$ cat src/rtl/cache_bank_requester_if.sv
`default_nettype none
// ============================================================================
// Module  : cache_bank_client_if / cache_bank_port_if
// Purpose : Bundles for the cache bank request sequencer.
//           cache_bank_client_if - client request/response handshakes
//             master : the client (drives requests, takes responses)
//             slave  : the sequencer
//           cache_bank_port_if   - one port of a dual-port cacheBank
//             master : the sequencer (drives address/data/write enable)
//             slave  : the bank (returns read data and writtenTo)
// Widths  : `DATA_WIDTH and `CACHE_BANK_ADDRESS_WIDTH, defaulting to 8 when
//           globalVariables.v has not already defined them.
// Revision: 1.0 - initial release
// ============================================================================

`ifndef DATA_WIDTH
`define DATA_WIDTH 8
`endif
`ifndef CACHE_BANK_ADDRESS_WIDTH
`define CACHE_BANK_ADDRESS_WIDTH 8
`endif

interface cache_bank_client_if;
  logic                                 req_valid;
  logic                                 req_ready;
  logic                                 req_write;
  logic [`CACHE_BANK_ADDRESS_WIDTH-1:0] req_addr;
  logic [`DATA_WIDTH-1:0]               req_wdata;
  logic                                 rsp_valid;
  logic                                 rsp_ready;
  logic                                 rsp_write;
  logic [`DATA_WIDTH-1:0]               rsp_rdata;
  logic                                 rsp_error;

  modport master (
    output req_valid, req_write, req_addr, req_wdata, rsp_ready,
    input  req_ready, rsp_valid, rsp_write, rsp_rdata, rsp_error
  );
  modport slave (
    input  req_valid, req_write, req_addr, req_wdata, rsp_ready,
    output req_ready, rsp_valid, rsp_write, rsp_rdata, rsp_error
  );
endinterface

interface cache_bank_port_if;
  logic [`CACHE_BANK_ADDRESS_WIDTH-1:0] cacheAddressIn;
  logic [`DATA_WIDTH-1:0]               cacheDataIn;
  logic                                 memWrite;
  logic [`DATA_WIDTH-1:0]               cacheDataOut;
  logic                                 writtenTo;

  modport master (
    output cacheAddressIn, cacheDataIn, memWrite,
    input  cacheDataOut, writtenTo
  );
  modport slave (
    input  cacheAddressIn, cacheDataIn, memWrite,
    output cacheDataOut, writtenTo
  );
endinterface

`default_nettype wire

$ cat src/rtl/cache_bank_requester.sv
`default_nettype none
// ============================================================================
// Module  : cache_bank_requester
// Purpose : Buffers client read/write requests in a small FIFO and issues them
//           one at a time to one port of a dual-port cacheBank, returning one
//           in-order response per request.
// Ports   : clk     - rising-edge clock
//           reset   - asynchronous, active-low
//           client  - cache_bank_client_if.slave (request/response handshakes)
//           bank    - cache_bank_port_if.master (bank port address/data/we)
// Params  : FIFO_DEPTH   - request FIFO entries (power of two, >= 2)
//           READ_LATENCY - cycles from issue edge until cacheDataOut is valid
//           MAX_RETRIES  - write re-issues before an error response
// Macro   : CACHE_BANK_WRITE_CONFIRM_EN - when defined, a write whose
//           writtenTo comes back 0 is re-issued up to MAX_RETRIES times, then
//           answered with rsp_error = 1. When undefined writtenTo is ignored.
// Revision: 1.0 - initial release
// ============================================================================

`ifndef DATA_WIDTH
`define DATA_WIDTH 8
`endif
`ifndef CACHE_BANK_ADDRESS_WIDTH
`define CACHE_BANK_ADDRESS_WIDTH 8
`endif

module cache_bank_requester #(
  parameter int FIFO_DEPTH   = 4,
  parameter int READ_LATENCY = 1,
  parameter int MAX_RETRIES  = 3
) (
  input wire                  clk,
  input wire                  reset,
  cache_bank_client_if.slave  client,
  cache_bank_port_if.master   bank
);

  localparam int c_DW    = `DATA_WIDTH;
  localparam int c_AW    = `CACHE_BANK_ADDRESS_WIDTH;
  localparam int c_PTR_W = $clog2(FIFO_DEPTH);
  localparam int c_LAT_W = (READ_LATENCY > 1) ? $clog2(READ_LATENCY) : 1;
  localparam logic [c_LAT_W-1:0] c_LAT_LAST = c_LAT_W'(READ_LATENCY - 1);

  typedef enum logic [1:0] {
    S_IDLE  = 2'd0,
    S_ISSUE = 2'd1,
    S_WAIT  = 2'd2,
    S_RESP  = 2'd3
  } state_t;

  // ---------------------------------------------------------------- FIFO
  logic [c_AW-1:0]  r_fifo_addr  [FIFO_DEPTH];
  logic [c_DW-1:0]  r_fifo_wdata [FIFO_DEPTH];
  logic             r_fifo_write [FIFO_DEPTH];
  // One extra pointer bit distinguishes full from empty when indices match.
  logic [c_PTR_W:0] r_wptr;
  logic [c_PTR_W:0] r_rptr;

  state_t           r_state;
  logic             w_empty;
  logic             w_full;
  logic             w_req_ready;
  logic             w_push;
  logic             w_pop;
  logic [c_PTR_W-1:0] w_head;

  assign w_empty     = (r_wptr == r_rptr);
  assign w_full      = (r_wptr[c_PTR_W] != r_rptr[c_PTR_W]) &&
                       (r_wptr[c_PTR_W-1:0] == r_rptr[c_PTR_W-1:0]);
  // Held low for as long as reset is asserted, not just until the next edge.
  assign w_req_ready = reset & ~w_full;
  assign w_push      = client.req_valid & w_req_ready;
  // The head is taken whenever the sequencer is free: idle, or its pending
  // response is being accepted this cycle.
  assign w_pop       = ~w_empty & ((r_state == S_IDLE) |
                                   ((r_state == S_RESP) & client.rsp_ready));
  assign w_head      = r_rptr[c_PTR_W-1:0];

  always_ff @(posedge clk) begin
    if (w_push) begin
      r_fifo_addr [r_wptr[c_PTR_W-1:0]] <= client.req_addr;
      r_fifo_wdata[r_wptr[c_PTR_W-1:0]] <= client.req_wdata;
      r_fifo_write[r_wptr[c_PTR_W-1:0]] <= client.req_write;
    end
  end

  always_ff @(posedge clk or negedge reset) begin
    if (!reset) begin
      r_wptr <= '0;
    end else if (w_push) begin
      r_wptr <= r_wptr + (c_PTR_W+1)'(1);
    end
  end

  // ---------------------------------------------------------------- FSM
  logic              r_cur_write;
  logic [c_LAT_W-1:0] r_lat_cnt;
  logic [c_AW-1:0]   r_cache_addr;
  logic [c_DW-1:0]   r_cache_data;
  logic              r_mem_write;
  logic              r_rsp_valid;
  logic              r_rsp_write;
  logic [c_DW-1:0]   r_rsp_rdata;
  logic              r_rsp_error;

`ifdef CACHE_BANK_WRITE_CONFIRM_EN
  localparam int c_RTY_W = (MAX_RETRIES > 0) ? $clog2(MAX_RETRIES + 1) : 1;
  logic [c_RTY_W-1:0] r_retry;
`else
  logic w_unused_writtento;
  assign w_unused_writtento = bank.writtenTo;
`endif

  always_ff @(posedge clk or negedge reset) begin
    if (!reset) begin
      r_state      <= S_IDLE;
      r_rptr       <= '0;
      r_cur_write  <= 1'b0;
      r_lat_cnt    <= '0;
      r_cache_addr <= '0;
      r_cache_data <= '0;
      r_mem_write  <= 1'b0;
      r_rsp_valid  <= 1'b0;
      r_rsp_write  <= 1'b0;
      r_rsp_rdata  <= '0;
      r_rsp_error  <= 1'b0;
`ifdef CACHE_BANK_WRITE_CONFIRM_EN
      r_retry      <= '0;
`endif
    end else begin
      case (r_state)
        S_IDLE: begin
          r_state <= S_IDLE;
        end
        S_ISSUE: begin
          r_mem_write <= 1'b0;
          r_lat_cnt   <= '0;
          r_state     <= S_WAIT;
        end
        S_WAIT: begin
          if (r_cur_write) begin
`ifdef CACHE_BANK_WRITE_CONFIRM_EN
            // writtenTo low means the other port won a same-address collision.
            if (!bank.writtenTo && (r_retry < c_RTY_W'(MAX_RETRIES))) begin
              r_retry     <= r_retry + c_RTY_W'(1);
              r_mem_write <= 1'b1;
              r_state     <= S_ISSUE;
            end else begin
              r_rsp_valid <= 1'b1;
              r_rsp_write <= 1'b1;
              r_rsp_rdata <= '0;
              r_rsp_error <= ~bank.writtenTo;
              r_state     <= S_RESP;
            end
`else
            r_rsp_valid <= 1'b1;
            r_rsp_write <= 1'b1;
            r_rsp_rdata <= '0;
            r_rsp_error <= 1'b0;
            r_state     <= S_RESP;
`endif
          end else if (r_lat_cnt == c_LAT_LAST) begin
            r_rsp_valid <= 1'b1;
            r_rsp_write <= 1'b0;
            r_rsp_rdata <= bank.cacheDataOut;
            r_rsp_error <= 1'b0;
            r_state     <= S_RESP;
          end else begin
            r_lat_cnt <= r_lat_cnt + c_LAT_W'(1);
          end
        end
        S_RESP: begin
          if (client.rsp_ready) begin
            r_rsp_valid <= 1'b0;
            r_state     <= S_IDLE;
          end
        end
        default: begin
          r_state <= S_IDLE;
        end
      endcase

      // Taking the head overrides the IDLE/RESP decisions above so a queued
      // request issues straight after the previous response is accepted.
      if (w_pop) begin
        r_rptr       <= r_rptr + (c_PTR_W+1)'(1);
        r_cur_write  <= r_fifo_write[w_head];
        r_cache_addr <= r_fifo_addr[w_head];
        r_cache_data <= r_fifo_wdata[w_head];
        r_mem_write  <= r_fifo_write[w_head];
`ifdef CACHE_BANK_WRITE_CONFIRM_EN
        r_retry      <= '0;
`endif
        r_state      <= S_ISSUE;
      end
    end
  end

  assign client.req_ready   = w_req_ready;
  assign client.rsp_valid   = r_rsp_valid;
  assign client.rsp_write   = r_rsp_write;
  assign client.rsp_rdata   = r_rsp_rdata;
  assign client.rsp_error   = r_rsp_error;
  assign bank.cacheAddressIn = r_cache_addr;
  assign bank.cacheDataIn    = r_cache_data;
  assign bank.memWrite       = r_mem_write;

endmodule

`default_nettype wire

$ cat src/flat_wrapper.sv
// flat-port wrapper written by rule: the top's interface ports become plain ports
module cache_bank_requester_flat 
#(
  parameter int FIFO_DEPTH   = 4,
  parameter int READ_LATENCY = 1,
  parameter int MAX_RETRIES  = 3
)
  (clk, reset, client_req_valid, client_req_write, client_req_addr, client_req_wdata, client_rsp_ready, client_req_ready, client_rsp_valid, client_rsp_write, client_rsp_rdata, client_rsp_error, bank_cacheAddressIn, bank_cacheDataIn, bank_memWrite, bank_cacheDataOut, bank_writtenTo);
  cache_bank_client_if client_i ();
  cache_bank_port_if bank_i ();
  input wire clk;
  input wire reset;
  input wire logic [$bits(client_i.req_valid)-1:0] client_req_valid;
  input wire logic [$bits(client_i.req_write)-1:0] client_req_write;
  input wire logic [$bits(client_i.req_addr)-1:0] client_req_addr;
  input wire logic [$bits(client_i.req_wdata)-1:0] client_req_wdata;
  input wire logic [$bits(client_i.rsp_ready)-1:0] client_rsp_ready;
  output wire logic [$bits(client_i.req_ready)-1:0] client_req_ready;
  output wire logic [$bits(client_i.rsp_valid)-1:0] client_rsp_valid;
  output wire logic [$bits(client_i.rsp_write)-1:0] client_rsp_write;
  output wire logic [$bits(client_i.rsp_rdata)-1:0] client_rsp_rdata;
  output wire logic [$bits(client_i.rsp_error)-1:0] client_rsp_error;
  output wire logic [$bits(bank_i.cacheAddressIn)-1:0] bank_cacheAddressIn;
  output wire logic [$bits(bank_i.cacheDataIn)-1:0] bank_cacheDataIn;
  output wire logic [$bits(bank_i.memWrite)-1:0] bank_memWrite;
  input wire logic [$bits(bank_i.cacheDataOut)-1:0] bank_cacheDataOut;
  input wire logic [$bits(bank_i.writtenTo)-1:0] bank_writtenTo;
  assign client_i.req_valid = client_req_valid;
  assign client_i.req_write = client_req_write;
  assign client_i.req_addr = client_req_addr;
  assign client_i.req_wdata = client_req_wdata;
  assign client_i.rsp_ready = client_rsp_ready;
  assign client_req_ready = client_i.req_ready;
  assign client_rsp_valid = client_i.rsp_valid;
  assign client_rsp_write = client_i.rsp_write;
  assign client_rsp_rdata = client_i.rsp_rdata;
  assign client_rsp_error = client_i.rsp_error;
  assign bank_cacheAddressIn = bank_i.cacheAddressIn;
  assign bank_cacheDataIn = bank_i.cacheDataIn;
  assign bank_memWrite = bank_i.memWrite;
  assign bank_i.cacheDataOut = bank_cacheDataOut;
  assign bank_i.writtenTo = bank_writtenTo;
  cache_bank_requester #(.FIFO_DEPTH(FIFO_DEPTH), .READ_LATENCY(READ_LATENCY), .MAX_RETRIES(MAX_RETRIES)) u_core (.clk(clk), .reset(reset), .client(client_i), .bank(bank_i));
endmodule
$ cat config.mk
export PLATFORM = sky130hd
export DESIGN_NAME = cache_bank_requester_flat
export DESIGN_NICKNAME = d
export VERILOG_FILES = /design/src/rtl/cache_bank_requester_if.sv /design/src/rtl/cache_bank_requester.sv /design/src/flat_wrapper.sv
export SDC_FILE = /design/constraint.sdc
export NUM_CORES = 1
export LEC_CHECK = 0
export CAP_MARGIN = 25
export CELL_PAD_IN_SITES_DETAIL_PLACEMENT = 2
export CELL_PAD_IN_SITES_GLOBAL_PLACEMENT = 2
export CORE_MARGIN = 2
export CORE_UTILIZATION = 43
export DETAILED_ROUTE_END_ITERATION = 6
export GPL_TIMING_DRIVEN = 0
export PLACE_DENSITY_LB_ADDON = 0.1
export SYNTH_ARGS = -nofsm -noshare
export SYNTH_HDL_FRONTEND = slang
export SYNTH_SLANG_ARGS = --single-unit
$ cat constraint.sdc
create_clock -name clk -period 6.5 [get_ports clk]
set_input_delay 1.3 -clock clk [delete_from_list [all_inputs] [get_ports clk]]
set_output_delay 1.3 -clock clk [all_outputs]
set_load 0.005 [all_outputs]
==> metrics.md <==
| Metric | Value |
|---|---|
| Diode count | `0` |
| CTS clk-pin slew, worst paths | `about 0.10 ns` |
| Layout Utilization | `roughly 55%` |
| Top FF cell, synth | `edfxtp_1` |
| Min-delay worst type | `register to register` |
| Remaining global-route overflow | `0` |
| Leakage | `~1.9 nW` |
| Clk Latency, worst-skew pair | `between 0.3 and 0.4 ns` |
| Die W | `~100 um` |
| Status | `finished, final reports clean` |
| Data arrival time of the critical path | `between 2 and 2.5 ns` |
| Max layer used | `met4` |
| First-pass GRT wire length | `between 10000 and 15000 um` |
| Htree depth | `3` |
| Crit path time final | `roughly 3.6 ns` |
| XOR/XNOR Fraction of Synth Area | `1.892%` |
| Sequential share of power | `between 40% and 50%` |
| Initial antenna violation count | `0` |
| Largest net degree at the start of global routing | `30` |
| Routed met3 length | `approximately 300 um` |
| Worst-case clock buffer depth | `2` |
| DRT met1 WL | `approximately 3900 um` |
| Initial Util | `approximately 45%` |
| Core Region | `between 9000 and 10000 um2` |
| Share of cells above drive strength 1 | `a little over a fifth` |
| Max Freq | `between 200 and 300 MHz` |
| # port buffers | `between 50 and 60` |
| Synth Instances | `about 220` |
| Via-to-Cell Ratio | `about 4.9` |
| TritonCTS clock tree | `built` |
| Synth Cell Area | `4165 um2` |
| Pwr dens | `roughly 460 nW/um2` |
| CP required | `between 5 and 6 ns` |
| Final Hold Vio Count | `0` |
| Largest family of logic cells by synthesized area | `multiplexers` |
| Syn-to-layout area delta | `23.10%` |
| Post-synth top area share | `49.02%` |
| TNS Setup | `0 ns` |
| Yosys cell types | `30` |
| Post-Syn Area per Cell | `about 19 um2` |
| Die Y | `between 100 and 150 um` |
| Power Total | `between 0.002 and 0.0025 W` |
| P_int | `about 0.0016 W` |
| Syn nets | `about 260` |
| Final period util | `between 50% and 60%` |
| EDFF count, synth | `68` |
| Root Driver | `clkbuf_8` |
| Max rail drop VDD | `0.2090 mV` |
| Synth Register Bits | `about 100` |
| Sw Share | `between 30% and 40%` |
| Synth Area in Compound Gates | `3.064%` |
| Number of post-CTS setup repair buffers | `0` |
| Mux cell area share after synthesis | `16.37%` |
| Total CTS buffers | `9` |
| Sequential-to-total area share from yosys stat | `~71%` |
| Worst Tran Pin Value | `0.9623 ns` |
| Cell Rows | `35` |
| Most common library cells after synthesis | `68 x edfxtp_1, 36 x dfrtp_1, 16 x mux4_2` |
| Critical path's top delay family | `buffers and inverters` |
| Critical-path maximum fanout | `11` |
| Count leader, synth | `edfxtp_1` |
| Die area | `approximately 10000 um2` |
| Ys async rst share | `between 30 and 40%` |
| Nets@finish | `between 300 and 400` |
| Slew headroom | `a little over a third` |
| DPL Wire Length | `~6000 um` |
| Max-cap violations | `0` |
| Synth area leaders | `edfxtp_1 49%, dfrtp_1 22%, mux4_2 8.7%` |
| Finished Layout Cells | `426` |
| Simple-gate portion of the synthesized area | `around 2.4%` |
| Element type at the critical path end | `primary output` |
| Kind of critical path | `primary input to primary output` |
| Synthesized-area fraction occupied by adder cells | `2.704%` |
| Critical-path cell list | `buf_2 -> inv_1 -> a31oi_1 -> clkdlybuf4s50_1` |
| PostCTS Resize Cnt | `0` |
| Dpl cells | `between 400 and 500` |
| # clock sinks | `between 100 and 150` |
| DRT antenna net count | `0` |
| Most area-hungry cell type in the Yosys netlist | `edfxtp_1` |
| Highest-delay cell along the critical path | `clkdlybuf4s50_1` |
| Crit start category | `primary input` |
| Final Wtd Congestion | `between 0.6 and 0.7` |
| Clock share of power | `between 10% and 20%` |
| Routed vias | `between 2000 and 2500` |
| DR iter-0 viols | `69` |
| Num ports | `59` |
| Final clock skew | `~0.010 ns` |
| Setup Viol. Count Final | `0` |
| Final wirelength | `just under 9000 um` |
| Residual DRC | `0` |
| Power share of the combinational group | `between 40 and 50%` |
| Met2 WL | `between 4000 and 5000 um` |
| Critical path's largest stage delay | `approximately 0.52 ns` |
| Max-slew violations | `0` |
| Buf/Inv on CP | `3` |
| Hold buffer count at cts | `0` |
| Switching pwr | `between 0.0007 and 0.0008 W` |
| RSZ-0062 raised after global routing | `no` |
| Wire per inst | `a little over 20 um` |
| Vias in the first global route | `approximately 2300` |
| Synth warnings | `0` |
| Drt pass-1 iters | `4` |
| GRT Util Overall | `around 18%` |
[metrics by stage]
step | cell area, um2 | worst slack (ns) | hold slack (ns)
6_report | 5127 | 2.886 | 0.5051
5_1_grt | 5127 | 2.817 | 0.5392
4_1_cts | 5127 | 2.859 | 0.5088
3_5_place_dp | 4920 | 2.854 | 0.4904
3_3_place_gp | 4887 | 0.8550 | 0.4797
2_1_floorplan | 4165 | 3.726 | 0.4604
[cells in the final DEF (no fill, tap or decap), drive strengths merged, types with 2 or more instances in the layout]
cell | synthesis | final
inv | 14 | 19
xor2 | 5 | 5
nand2 | 9 | 9
nand2b | 2 | 2
ha | 9 | 9
mux2i | 4 | 4
buf | 7 | 10
mux2 | 20 | 20
o21ai | 7 | 7
o311ai | 2 | 2
clkdlybuf4s50 | 0 | 55
clkbuf | 1 | 10
edfxtp | 68 | 68
nor2b | 4 | 4
a31oi | 3 | 3
and2 | 3 | 3
dfrtp | 36 | 36
xnor2 | 4 | 4
mux4 | 16 | 16
[power groups by stage]
| stage | clock (W) | combinational (W) | sequential [W] |
|---|---|---|---|
| 2_1_floorplan | 0 | 0.000611 | 0.000968 |
| 6_report | 0.000428 | 0.000941 | 0.000975 |
| 3_5_place_dp | 0 | 0.000962 | 0.000992 |
| 3_3_place_gp | 0 | 0.000917 | 0.000982 |
| 5_1_grt | 0.000462 | 0.00104 | 0.000992 |
| 4_1_cts | 0.000440 | 0.000968 | 0.000979 |
[registers in the layout, summed over array words and instances (netlist names)]
signal                      count
u_core.r_fifo_addr             32
u_core.bank.cacheDataIn         8
u_core.r_wptr                   3
u_core.r_fifo_write             4
u_core.client.rsp_valid         1
u_core.client.rsp_write         1
u_core.r_cur_write              1
u_core.r_state                  2
u_core.bank.memWrite            1
u_core.client.rsp_rdata         8
u_core.bank.cacheAddressIn      8
u_core.r_rptr                   3
u_core.r_fifo_wdata            32
[worst paths after layout]
| path | startpoint | end | slack (ns) | depth (start not counted) |
|---|---|---|---|---|
| setup / recovery | reset | client_req_ready | 2.89 | 4 |
| hold / removal | u_core.r_wptr[2] | u_core.r_wptr[2] | 0.51 | 1 |
| setup reg to reg | u_core.r_rptr[0] | u_core.r_fifo_write[2] | 4.04 | 4 |
| hold reg to reg | u_core.r_wptr[2] | u_core.r_wptr[2] | 0.51 | 1 |
| max in group asynchronous | reset | u_core.bank.cacheAddressIn[6] | 5.26 | 2 |
| min in group asynchronous | reset | u_core.bank.cacheAddressIn[5] | 0.79 | 1 |
[area by class of cell]
type,count,area (um2)
Buffer,8,66.31
Fill cell,814,4200
Inverter,14,52.55
Clock buffer,9,123.9
Timing Repair Buffer,58,586.8
Sequential cell,104,2943
Multi-Input combinational cell,97,1110
Tap cell,129,161.4
Clock inverter,7,83.83
[layer usage]
layer | vias to the layer above | GRT usage, %
met5 | - | 0
met4 | 0 | 6.154
met3 | 10 | 3.420
met2 | 53 | 29.46
met1 | 1066 | 23.82
li1 | 968 | -
[kinds of logic (layout without fill, tap and decap cells)]
kind of cell | count (synthesis) | count (layout)
XOR/XNOR | 9 | 9
AND/OR/NAND/NOR | 20 | 20
AO/OA/AOI/OAI | 18 | 18
adder cells (fa/ha/maj) | 9 | 9
other | 1 | 1
multiplexers | 40 | 40
buffers and inverters | 22 | 96
flip-flops | 104 | 104
Note: power is estimated with default switching activity, not from simulation.
